[src/rtl/alu_exec_stage.sv]
// Execute/writeback sequencer around an external 8-bit add/sub ALU.
// Owns the register file and the {V,C,Z,N} flags register.
module alu_exec_stage #(
  parameter int NUM_REGS  = 8,
  parameter int REG_IDX_W = 3
) (
  input  logic                 clk,
  input  logic                 reset,
  input  logic                 opValid,
  output logic                 opReady,
  input  logic [1:0]           opCode,
  input  logic [REG_IDX_W-1:0] rd,
  input  logic [REG_IDX_W-1:0] rs1,
  input  logic [REG_IDX_W-1:0] rs2,
  input  logic [7:0]           imm,
  output logic [7:0]           aluFirst,
  output logic [7:0]           aluSecond,
  output logic                 aluIsAdding,
  input  logic [7:0]           aluResult,
  input  logic                 aluOverflow,
  input  logic                 aluUnsignedOverflow,
  input  logic                 aluIsZero,
  input  logic                 aluSign,
  output logic [3:0]           flags,
  output logic                 done,
  input  logic [REG_IDX_W-1:0] dbgIdx,
  output logic [7:0]           dbgData
);

  typedef enum logic [1:0] {
    S_IDLE,
    S_EXEC,
    S_WB
  } state_t;

  localparam logic [1:0] OP_ADD = 2'b00;
  localparam logic [1:0] OP_CMP = 2'b10;
  localparam logic [1:0] OP_LDI = 2'b11;

  state_t r_state;
  state_t w_next;

  logic [7:0]           r_regs [NUM_REGS];
  logic [1:0]           r_op;
  logic [REG_IDX_W-1:0] r_rd;
  logic [7:0]           r_imm;
  logic [7:0]           r_first;
  logic [7:0]           r_second;
  logic                 r_adding;
  logic [7:0]           r_res;
  logic [3:0]           r_hold;
  logic [3:0]           r_flags;

  logic       w_accept;
  logic       w_wr_reg;
  logic       w_wr_flags;
  logic [7:0] w_wr_data;

  always_ff @(posedge clk) begin
    if (reset) r_state <= S_IDLE;
    else       r_state <= w_next;
  end

  always_comb begin
    w_next     = r_state;
    opReady    = 1'b0;
    done       = 1'b0;
    w_accept   = 1'b0;
    w_wr_reg   = 1'b0;
    w_wr_flags = 1'b0;
    unique case (r_state)
      S_IDLE: begin
        opReady = 1'b1;
        if (opValid) begin
          w_accept = 1'b1;
          w_next   = S_EXEC;
        end
      end
      S_EXEC: w_next = S_WB;
      S_WB: begin
        done       = 1'b1;
        w_wr_reg   = (r_op != OP_CMP);
        w_wr_flags = (r_op != OP_LDI);
        w_next     = S_IDLE;
      end
      default: w_next = S_IDLE;
    endcase
  end

  assign w_wr_data = (r_op == OP_LDI) ? r_imm : r_res;

  always_ff @(posedge clk) begin
    if (reset) begin
      for (int i = 0; i < NUM_REGS; i++)
        r_regs[i] <= 8'h00;
      r_op     <= OP_ADD;
      r_rd     <= '0;
      r_imm    <= 8'h00;
      r_first  <= 8'h00;
      r_second <= 8'h00;
      r_adding <= 1'b1;
      r_res    <= 8'h00;
      r_hold   <= 4'h0;
      r_flags  <= 4'h0;
    end else begin
      if (w_accept) begin
        r_op     <= opCode;
        r_rd     <= rd;
        r_imm    <= imm;
        r_first  <= r_regs[rs1];
        r_second <= r_regs[rs2];
        // LDI never consults the ALU; park it in add mode
        r_adding <= (opCode == OP_ADD) ||
                    (opCode == OP_LDI);
      end
      if (r_state == S_EXEC) begin
        r_res  <= aluResult;
        r_hold <= {aluOverflow,
                   aluUnsignedOverflow,
                   aluIsZero,
                   aluSign};
      end
      if (w_wr_reg)
        r_regs[r_rd] <= w_wr_data;
      if (w_wr_flags)
        r_flags <= r_hold;
    end
  end

  assign aluFirst    = r_first;
  assign aluSecond   = r_second;
  assign aluIsAdding = r_adding;
  assign flags       = r_flags;
  assign dbgData     = r_regs[dbgIdx];

endmodule

[config.mk]
export PLATFORM = sky130hd
export DESIGN_NAME = alu_exec_stage
export DESIGN_NICKNAME = d
export VERILOG_FILES = /design/src/rtl/alu_exec_stage.sv
export SDC_FILE = /design/constraint.sdc
export NUM_CORES = 1
export LEC_CHECK = 0
export ABC_AREA = 1
export BUFFER_PORTS_ARGS = -buffer_cell sky130_fd_sc_hd__clkbuf_2
export CAP_MARGIN = 30
export CORE_MARGIN = 8
export CORE_UTILIZATION = 40
export CTS_CLUSTER_DIAMETER = 150
export CTS_CLUSTER_SIZE = 20
export DETAILED_ROUTE_END_ITERATION = 8
export PLACE_DENSITY = 0.62
export SLEW_MARGIN = 0
export SYNTH_ARGS = -nofsm -noshare
export SYNTH_HDL_FRONTEND = slang
export SYNTH_SLANG_ARGS = --single-unit
export TNS_END_PERCENT = 10
[constraint.sdc]
create_clock -name clk -period 1.6 [get_ports clk]
set_input_delay 0.24 -clock clk [delete_from_list [all_inputs] [get_ports clk]]
set_output_delay 0.24 -clock clk [all_outputs]
set_load 0.05 [all_outputs]
==> run summary, run 1 <==
outcome = finished with violations
failing checks = setup timing
reg2reg path depth = 3
Cells after Synth = 790
CTS Sinks = 112
sw frac = 30.49%
minimum clock period = 1692 ps
clock power share = 30.8%
GRT Util Overall = 19.70%
CTS H-tree lvls = 3
I/O pins = 68
synth top area cells = edfxtp_1 32%, dfxtp_1 16%, nand2_1 10%
Synth Area in Adders = 0%
switching pwr = 0.002078 W
Post-Synthesis Cell Area = 6076 sq um
initial antenna violation count = 0
HP Start = reset
placed cell areas = 6914 sq um
Net count, final = 905
hold endpoint = r_state[1]
Fin. Hold Viols = 0
share of cells above drive strength 1 = 22.45%
Initial DRT Pass Iterations = 4
global-route wire length before repair = 29810 microns
post-synth top area share = 31.63%
Leakage = 3.331 nW
Initial Util = 40.42%
skew final = 10.02 ps
die height = 139.2 microns
Root Driver = clkbuf_16
post-synthesis simple-gate area fraction = 28.73%
pin count of the biggest net entering global routing = 45
Reg area = 2884 sq um
xor/xnor share of the synthesized area = 0.1442%
Finished Cell Area = 7341 sq um
fin. max-slew vios = 0
part of the Yosys area used for sequential elements = 47.45%
Yosys warnings = 0
endpoint class of the critical path = output pin
final setup vio count = 8
Fillers = 1480
DP Wirelength = 13850 microns
IO buf count = 67
Multi-input gate area = 2744 sq um
Synth Area in Compound Gates = 12.09%
Die Area = 19390 sq um
Syn Nets = 827
Internal Pwr Total = 0.004739 W
Post-synth EDFFs = 64
critical path data arrival time = 1450 ps
post-route DRC violation count = 0
Slew headroom = 72.62%
asr flop ratio synth = 0%
clock tree buffer depth = 2
CTS Buf Count = 9
Gate power share = 20.7%
per-cell routed wire length = 17.61 microns
RSZ-0062 raised after global routing = true
Via density = 5.244
worst skew pair latency = 350 ps
Crit Reg-Reg Endpoint = r_regs[3][7]
Tcrit/Tclk final = 105.7%
reg-to-reg slack, setup = 90 ps
vias in the first global route = 5386
routability cong. = 0.9582
GR Overflow Total = 0
P&R area growth vs syn = 20.82%
PnR worst setup slack = -91.94 ps
CP startpoint kind = flop
Worst-path clk slew = 70 ps
most frequent cells in the layout = 156 x nand2_1, 120 x nor2_1, 104 x nand3_1
Max IR drop VDD = 0.5354 mV
hold crit path type = in2reg
CTS tree = yes
P per Cell Area = 928.6 nW/um^2
ANT cells = 0
crit-path max FO = 2
Fmax = 591.0 MHz
RR Startpoint = r_op[0]
Syn Area/Cell = 7.691 sq um
Least-Margin Pin Slew = 402.1 ps
Core ar. = 15030 sq um
Die Span X = 139.2 microns
Max-Cap Viols = 0
Primary FF master, synth = edfxtp_1
Setup CP Type = reg2out
most common cell after layout, fill and taps aside = nand2_1
Yosys cell types = 23
Final ANT Viol Nets = 0
Reg power frac = 48.4%
row cnt = 45
critical path required time = 1360 ps
multiplexer share of the synthesized area = 2.965%
largest family of logic cells by synthesized area = simple AND/OR/NAND/NOR gates
Initial DRC Count = 590
area leader, netlist = edfxtp_1
Post-Route WL = 18690 microns
Yosys reg bits = 112
Worst Hold Depth = 2
Sum Neg Setup Slack = -523.6 ps
vias = 5564
power by group through the flow:
stage | clock network [W] | registers, W | logic [W]
4_1_cts | 0.00216 | 0.00330 | 0.00140
3_3_place_gp | 0 | 0.00336 | 0.00137
5_1_grt | 0.00226 | 0.00332 | 0.00154
3_5_place_dp | 0 | 0.00336 | 0.00137
2_1_floorplan | 0 | 0.00349 | 0.000752
6_report | 0.00210 | 0.00330 | 0.00141
routing by layer:
layer | GRT usage (%) | routed length [microns]
met2 | 31.23 | 8416
met5 | 0 | 0
met4 | 9.474 | 791
met1 | 25.24 | 8254
met3 | 4.036 | 1226
through the flow:
| stage | std cells | util [%] | setup slack (ps) | hold WS [ps] | total power [W] |
|---|---|---|---|---|---|
| 2_1_floorplan | 790 | - | -42.40 | 305.0 | 0.004238 |
| 3_3_place_gp | 1026 | 45.99 | 126.6 | 452.1 | 0.004733 |
| 3_5_place_dp | 1026 | 45.99 | 93.46 | 447.7 | 0.004738 |
| 4_1_cts | 1056 | 48.51 | -88.93 | 64.75 | 0.006863 |
| 5_1_grt | 1061 | 48.83 | -152.7 | 78.27 | 0.007122 |
| 6_report | 1061 | 48.83 | -91.94 | 79.19 | 0.006817 |
synthesized netlist by cell type (2+ instances only):
library cell    n
o21a_1          8
o21ai_0        76
clkbuf_1       17
edfxtp_1       64
nor2_1        120
nand2_4         9
dfxtp_1        48
buf_2          26
nor2_8          2
nand3_1       104
buf_4           2
inv_1          77
mux2i_4         8
nand2_1       164
inv_2           6
a21oi_1        52
worst max-delay path: stages, from the launching register on:
cell      delay [ps]
edfxtp_1         440
o21ai_0          180
nand2_1          100
o21a_1           230
buf_12           150
area by class of cell:
cell class                      count  share of cell area [%]
Clock buffer                       10                   3.119
Clock inverter                      6                  0.5454
Inverter                           84                   4.295
Multi-Input combinational cell    549                   37.38
Sequential cell                   112                   39.29
Tap cell                          188                   3.204
Timing Repair Buffer              112                   12.17
worst max path at each step:
stage,start,endpoint,cells after the start
global route,r_regs[2][0],dbgData[0],6
finish,r_regs[4][0],dbgData[0],4
detailed placement,r_op[0],r_regs[3][7],3
floorplan,r_state[1],r_regs[4][0],6
CTS,r_regs[5][3],dbgData[3],6
global placement,r_op[0],r_regs[6][7],3
logic make-up (layout without fill, tap and decap cells):
group / after synthesis / in the layout
buf+inv: 129 / 212
flops: 112 / 112
simple gates: 401 / 401
xor+xnor: 1 / 1
mux: 8 / 8
compound gates: 139 / 139
sequential cells by signal, indices dropped and copies added, names as in the netlist, 2 cells and up:
name / flops
aluFirst: 8
aluSecond: 8
flags: 4
r_hold: 4
r_imm: 8
r_op: 2
r_rd: 3
r_regs: 64
r_res: 8
r_state: 2
repair_timing:
item / 4_1_cts / 5_1_grt
setup endpoints to repair: 8 / 8
gates resized for setup: 34 / 14
hold buffers: 0 / 0
setup buffers: 14 / 5
pin swaps: 2 / 4
No activity file was read; power rests on OpenSTA's default activity.
==> run 2: changes to the inputs <==
- PLACE_DENSITY: 0.62 -> not set
- clock period: 1.6 -> 1.5 ns (I/O delays scaled with it)
==> run 2 against run 1 <==
Effect of this change:
- sequential power grew 6.7%
- sequential share of layout area shrank 1.1 points
- the run still ends with setup timing left
- critical endpoint is now dbgData[2]
- cell count grew 0.47%
- flip-flop and latch count is the same
- critical path depth grew 2
- clock power grew 14%
- die area is the same
- highest routed layer unchanged
- register-to-register slack lost 70 ps
==> run summary, run 2 (synthesis gave the netlist of run 1 again) <==
outcome = finished with violations
failing checks = setup timing
Internal Pwr Total = 0.005118 W
crit-path max FO = 3
Slew headroom = 70.88%
most common cell after layout, fill and taps aside = nand2_1
hold crit path type = in2reg
P&R area growth vs syn = 24.36%
Leakage = 3.442 nW
worst skew pair latency = 360 ps
clock tree buffer depth = 2
Via density = 5.230
CTS tree = yes
routability cong. = 0.8867
Max IR drop VDD = 0.5441 mV
initial antenna violation count = 0
Max-Cap Viols = 0
reg-to-reg slack, setup = 20 ps
minimum clock period = 1718 ps
clock power share = 32.1%
DP Wirelength = 13300 microns
Reg power frac = 47.2%
PnR worst setup slack = -218.3 ps
CTS H-tree lvls = 3
sw frac = 31.41%
Least-Margin Pin Slew = 436.3 ps
Die Area = 19390 sq um
GR Overflow Total = 0
Initial Util = 40.42%
Worst-path clk slew = 80 ps
post-route DRC violation count = 0
RSZ-0062 raised after global routing = true
pin count of the biggest net entering global routing = 42
Fillers = 1468
share of cells above drive strength 1 = 22.89%
Setup CP Type = reg2out
global-route wire length before repair = 28900 microns
crit-path cells = inv_2, a21oi_1, o21ai_1, nand2_2, o21a_1, buf_12
skew final = 10.07 ps
Initial DRC Count = 619
I/O pins = 68
switching pwr = 0.002344 W
Min Hold Slack = 82.23 ps
Hold Buf Count CTS = 0
Root Driver = clkbuf_16
Tcrit/Tclk final = 114.6%
fin. max-slew vios = 0
CP startpoint = r_regs[5][2]
Placed Instances = 1046
GRT Util Overall = 18.97%
Finished Layout Cells = 1066
Fmax = 582.0 MHz
CTS Buf Count = 9
vias in the first global route = 5259
ANT cells = 0
slowest CP cell = edfxtp_1
Initial DRT Pass Iterations = 6
Setup crit end = dbgData[2]
vias = 5575
max reg flops = 64
reg2reg path depth = 3
CP peak stage delay = 380 ps
IO buf count = 67
Gate power share = 20.7%
Net count, final = 910
die height = 139.2 microns
row cnt = 45
P per Cell Area = 987.5 nW/um^2
Final ANT Viol Nets = 0
Crit Reg-Reg Endpoint = r_regs[0][6]
most frequent cells in the layout = 155 x nand2_1, 120 x nor2_1, 104 x nand3_1
Post-Route WL = 18350 microns
critical path data arrival time = 1490 ps
Fin. Hold Viols = 0
critical path required time = 1270 ps
endpoint class of the critical path = output pin
per-cell routed wire length = 17.21 microns
Die Span X = 139.2 microns
final setup vio count = 8
Top reg by flops = r_regs
RR Startpoint = r_op[0]
CTS Sinks = 112
CP startpoint kind = flop
Core ar. = 15030 sq um
## run 2: per-layer routing
metal	vias to the layer above	part of all wire (%)	GRT usage, %	wire [microns]
li1	2742	-	-	-
met1	2547	45	25.34	8189
met2	249	46	29.58	8400
met3	37	6.3	2.975	1162
met4	0	3.3	8.897	599
met5	-	0	0	0
## run 2: repair_timing
action	4_1_cts	5_1_grt
cloned	0	0
pin swaps	2	2
hold endpoints to repair	0	0
gates resized for setup	30	11
buffers inserted	10	0
setup endpoints to repair	9	67
## run 2: layout make-up
type | instances | area (sq um) | area share (%)
Sequential cell | 112 | 2884 | 38.17
Multi-Input combinational cell | 549 | 2756 | 36.48
Timing Repair Buffer | 117 | 1077 | 14.26
Inverter | 84 | 315.3 | 4.173
Tap cell | 188 | 235.2 | 3.113
Clock buffer | 9 | 225.2 | 2.981
Clock inverter | 7 | 62.56 | 0.8280
## run 2: critical path, delay by kind of cell, from the launching register on
kind | cells | cell delay [ps]
and+or+nand+nor | 1 | 70
DFF | 1 | 380
buffers and inverters | 2 | 250
AOI/OAI and AO/OA | 3 | 410
## run 2: through the flow
| stage | utilization, % | setup WS, ps | setup TNS (ps) | power, W | cell area, sq um |
|---|---|---|---|---|---|
| global route | 50.26 | -286.7 | -2471 | 0.007752 | 7556 |
| detailed placement | 47.91 | -43.65 | -80.68 | 0.005110 | 7202 |
| finish | 50.26 | -218.3 | -1519 | 0.007461 | 7556 |
| CTS | 50.15 | -222.0 | -1549 | 0.007478 | 7538 |
| global placement | 47.91 | -68.71 | -132.0 | 0.005105 | 7202 |
| floorplan | - | -142.4 | -9394 | 0.004520 | 6137 |
## run 2: power by group through the flow
stage | clock network [W] | registers, W | logic [W]
floorplan | 0 | 0.00372 | 0.000802
global placement | 0 | 0.00358 | 0.00153
detailed placement | 0 | 0.00358 | 0.00153
CTS | 0.00242 | 0.00352 | 0.00154
global route | 0.00254 | 0.00354 | 0.00168
finish | 0.00240 | 0.00352 | 0.00155
## run 2: worst min path at each step
stage	end	startpoint	slack (ps)	depth (start not counted)
2_1_floorplan	r_state[1]	reset	290	1
3_3_place_gp	r_res[2]	aluResult[2]	450	3
3_5_place_dp	r_res[2]	aluResult[2]	460	3
4_1_cts	r_state[1]	reset	80	2
5_1_grt	r_state[1]	reset	90	2
6_report	r_state[1]	reset	80	2
==> run 3: changes to the inputs <==
- BUFFER_PORTS_ARGS: -buffer_cell sky130_fd_sc_hd__clkbuf_2 -> not set
- CAP_MARGIN: 30 -> 20
- DONT_BUFFER_PORTS: not set -> 1
==> run 3 against run 2 <==
Effect of this change:
- the flow still finishes with violations (setup timing)
- wire length down 1.4%
- cell count decreased by 3.4%
- highest routed layer unchanged
- critical endpoint is now dbgData[0]
- largest cell class unchanged
- via count down 2.3%
- hold slack lost 75 ps
- global-route usage decreased by 0.14 points
- fmax decreased by 1.7%
- flip-flop and latch count unchanged
- sequential power about the same
- die area stayed put
- clock skew decreased by 1.8 ps
- first-iteration DRC count decreased by 11%
- cell area shrank 2.3%
==> run summary, run 3 (synthesis gave the netlist of run 1 again) <==
Layout Utilization = 49.10%
vias = 5449
Finished Layout Cells = 1030
sw frac = 30.07%
Top reg by flops = r_regs
crit-path cells = inv_2, a21oi_1, o21ai_1, nand2_1, o21a_1, buf_12
Root Driver = clkbuf_16
HP Start = aluResult[0]
GR Overflow Total = 0
Max IR drop VDD = 0.7982 mV
Overall Power = 0.007394 W
routability cong. = 0.9058
Post-Route WL = 18090 microns
Internal Pwr Total = 0.005171 W
Finished Cell Area = 7381 sq um
post-route DRC violation count = 0
most frequent cells in the layout = 156 x nand2_1, 120 x nor2_1, 104 x nand3_1
P per Cell Area = 1002 nW/um^2
slowest CP cell = edfxtp_1
initial antenna violation count = 0
failing checks = setup timing
share of cells above drive strength 1 = 18.76%
I/O pins = 68
die height = 139.2 microns
Max-Cap Viols = 0
row cnt = 45
Fmax = 571.8 MHz
most common cell after layout, fill and taps aside = nand2_1
IO buf count = 0
CP startpoint kind = flop
RSZ-0062 raised after global routing = true
Worst-path clk slew = 80 ps
CTS H-tree lvls = 3
critical path required time = 1270 ps
GRT Util Overall = 18.83%
worst skew pair latency = 360 ps
Setup CP Type = reg2out
skew final = 8.272 ps
clock power share = 32.5%
Final ANT Viol Nets = 0
Initial DRT Pass Iterations = 5
Die Span X = 139.2 microns
fin. max-slew vios = 0
Tcrit/Tclk final = 116.6%
Gate power share = 19.5%
critical path data arrival time = 1520 ps
global-route wire length before repair = 28880 microns
minimum clock period = 1749 ps
per-cell routed wire length = 17.57 microns
Leakage = 3.266 nW
CP peak stage delay = 400 ps
switching pwr = 0.002223 W
RR Startpoint = r_op[0]
DP Wirelength = 13460 microns
CTS tree = yes
PnR worst setup slack = -248.8 ps
Reg power frac = 47.9%
Via density = 5.290
Fin. Hold Viols = 0
crit-path max FO = 2
outcome = finished with violations
Initial Util = 40.42%
CTS Buf Count = 9
hold crit path type = in2reg
Core ar. = 15030 sq um
Net count, final = 874
Die Area = 19390 sq um
P&R area growth vs syn = 21.48%
endpoint class of the critical path = output pin
Min Hold Slack = 6.950 ps
max reg flops = 64
Least-Margin Pin Slew = 530.9 ps
CP startpoint = r_regs[5][0]
final setup vio count = 8
Slew headroom = 64.56%
CTS Sinks = 112
Placed Instances = 985
clock tree buffer depth = 2
placed cell areas = 6817 sq um
vias in the first global route = 5257
pin count of the biggest net entering global routing = 55
Initial DRC Count = 554
ANT cells = 0
## run 3: cell count changes in the layout (fill, tap and decap cells not counted), sizes merged
cell,previous run,this run
buf,58,72
dlygate4sd3,0,9
inv,88,87
clkbuf,68,10
## run 3: timing repair
action                                  CTS  global route
gates cloned                              0             0
setup buffers                            11             9
pin swaps                                10            12
resized for setup                        25            20
endpoints found under the hold margin    10             0
endpoints found under the setup margin    8            45
hold buffers                              9             0
## run 3: path summary, 6_finish.rpt
check            endpoint  slack (ps)  cells past startpoint
max reg2reg  r_regs[7][4]          60                      4
min              r_res[0]           7                      2
max            dbgData[0]        -250                      6
min reg2reg       r_rd[1]         510                      2
## run 3: layout make-up
cell class,instances,area [sq um]
Timing Repair Buffer,81,893.4
Tap cell,188,235.2
Sequential cell,112,2884
Fill cell,1436,7652
Multi-Input combinational cell,549,2755
Clock buffer,10,239.0
Clock inverter,6,58.81
Inverter,84,315.3
## run 3: metal layers
metal	up-vias	wire length (microns)	track usage [%]
met5	-	0	0
met4	0	663	9.185
met3	39	1184	3.728
met2	205	8276	29.86
met1	2528	7968	24.14
li1	2677	-	-
## run 3: worst max-delay path, delay by kind of cell (launching register included)
| family | cells | cell delay (ps) |
|---|---|---|
| DFF | 1 | 400 |
| buffers and inverters | 2 | 220 |
| and+or+nand+nor | 1 | 140 |
| AOI/OAI and AO/OA | 3 | 390 |
## run 3: power by group through the flow
| stage | Sequential [W] | Clock, W | Combinational (W) |
|---|---|---|---|
| final | 0.00355 | 0.00240 | 0.00145 |
| after global routing | 0.00356 | 0.00258 | 0.00157 |
| after CTS | 0.00354 | 0.00246 | 0.00143 |
| after detailed placement | 0.00361 | 0 | 0.00139 |
| after global placement | 0.00361 | 0 | 0.00137 |
| after floorplan | 0.00372 | 0 | 0.000802 |
## run 3: stage by stage
step | setup TNS (ps) | worst slack, ps
final | -1546 | -248.8
after global routing | -2005 | -290.1
after CTS | -1736 | -225.2
after detailed placement | 0 | 44.54
after global placement | 0 | 81.73
after floorplan | -9394 | -142.4
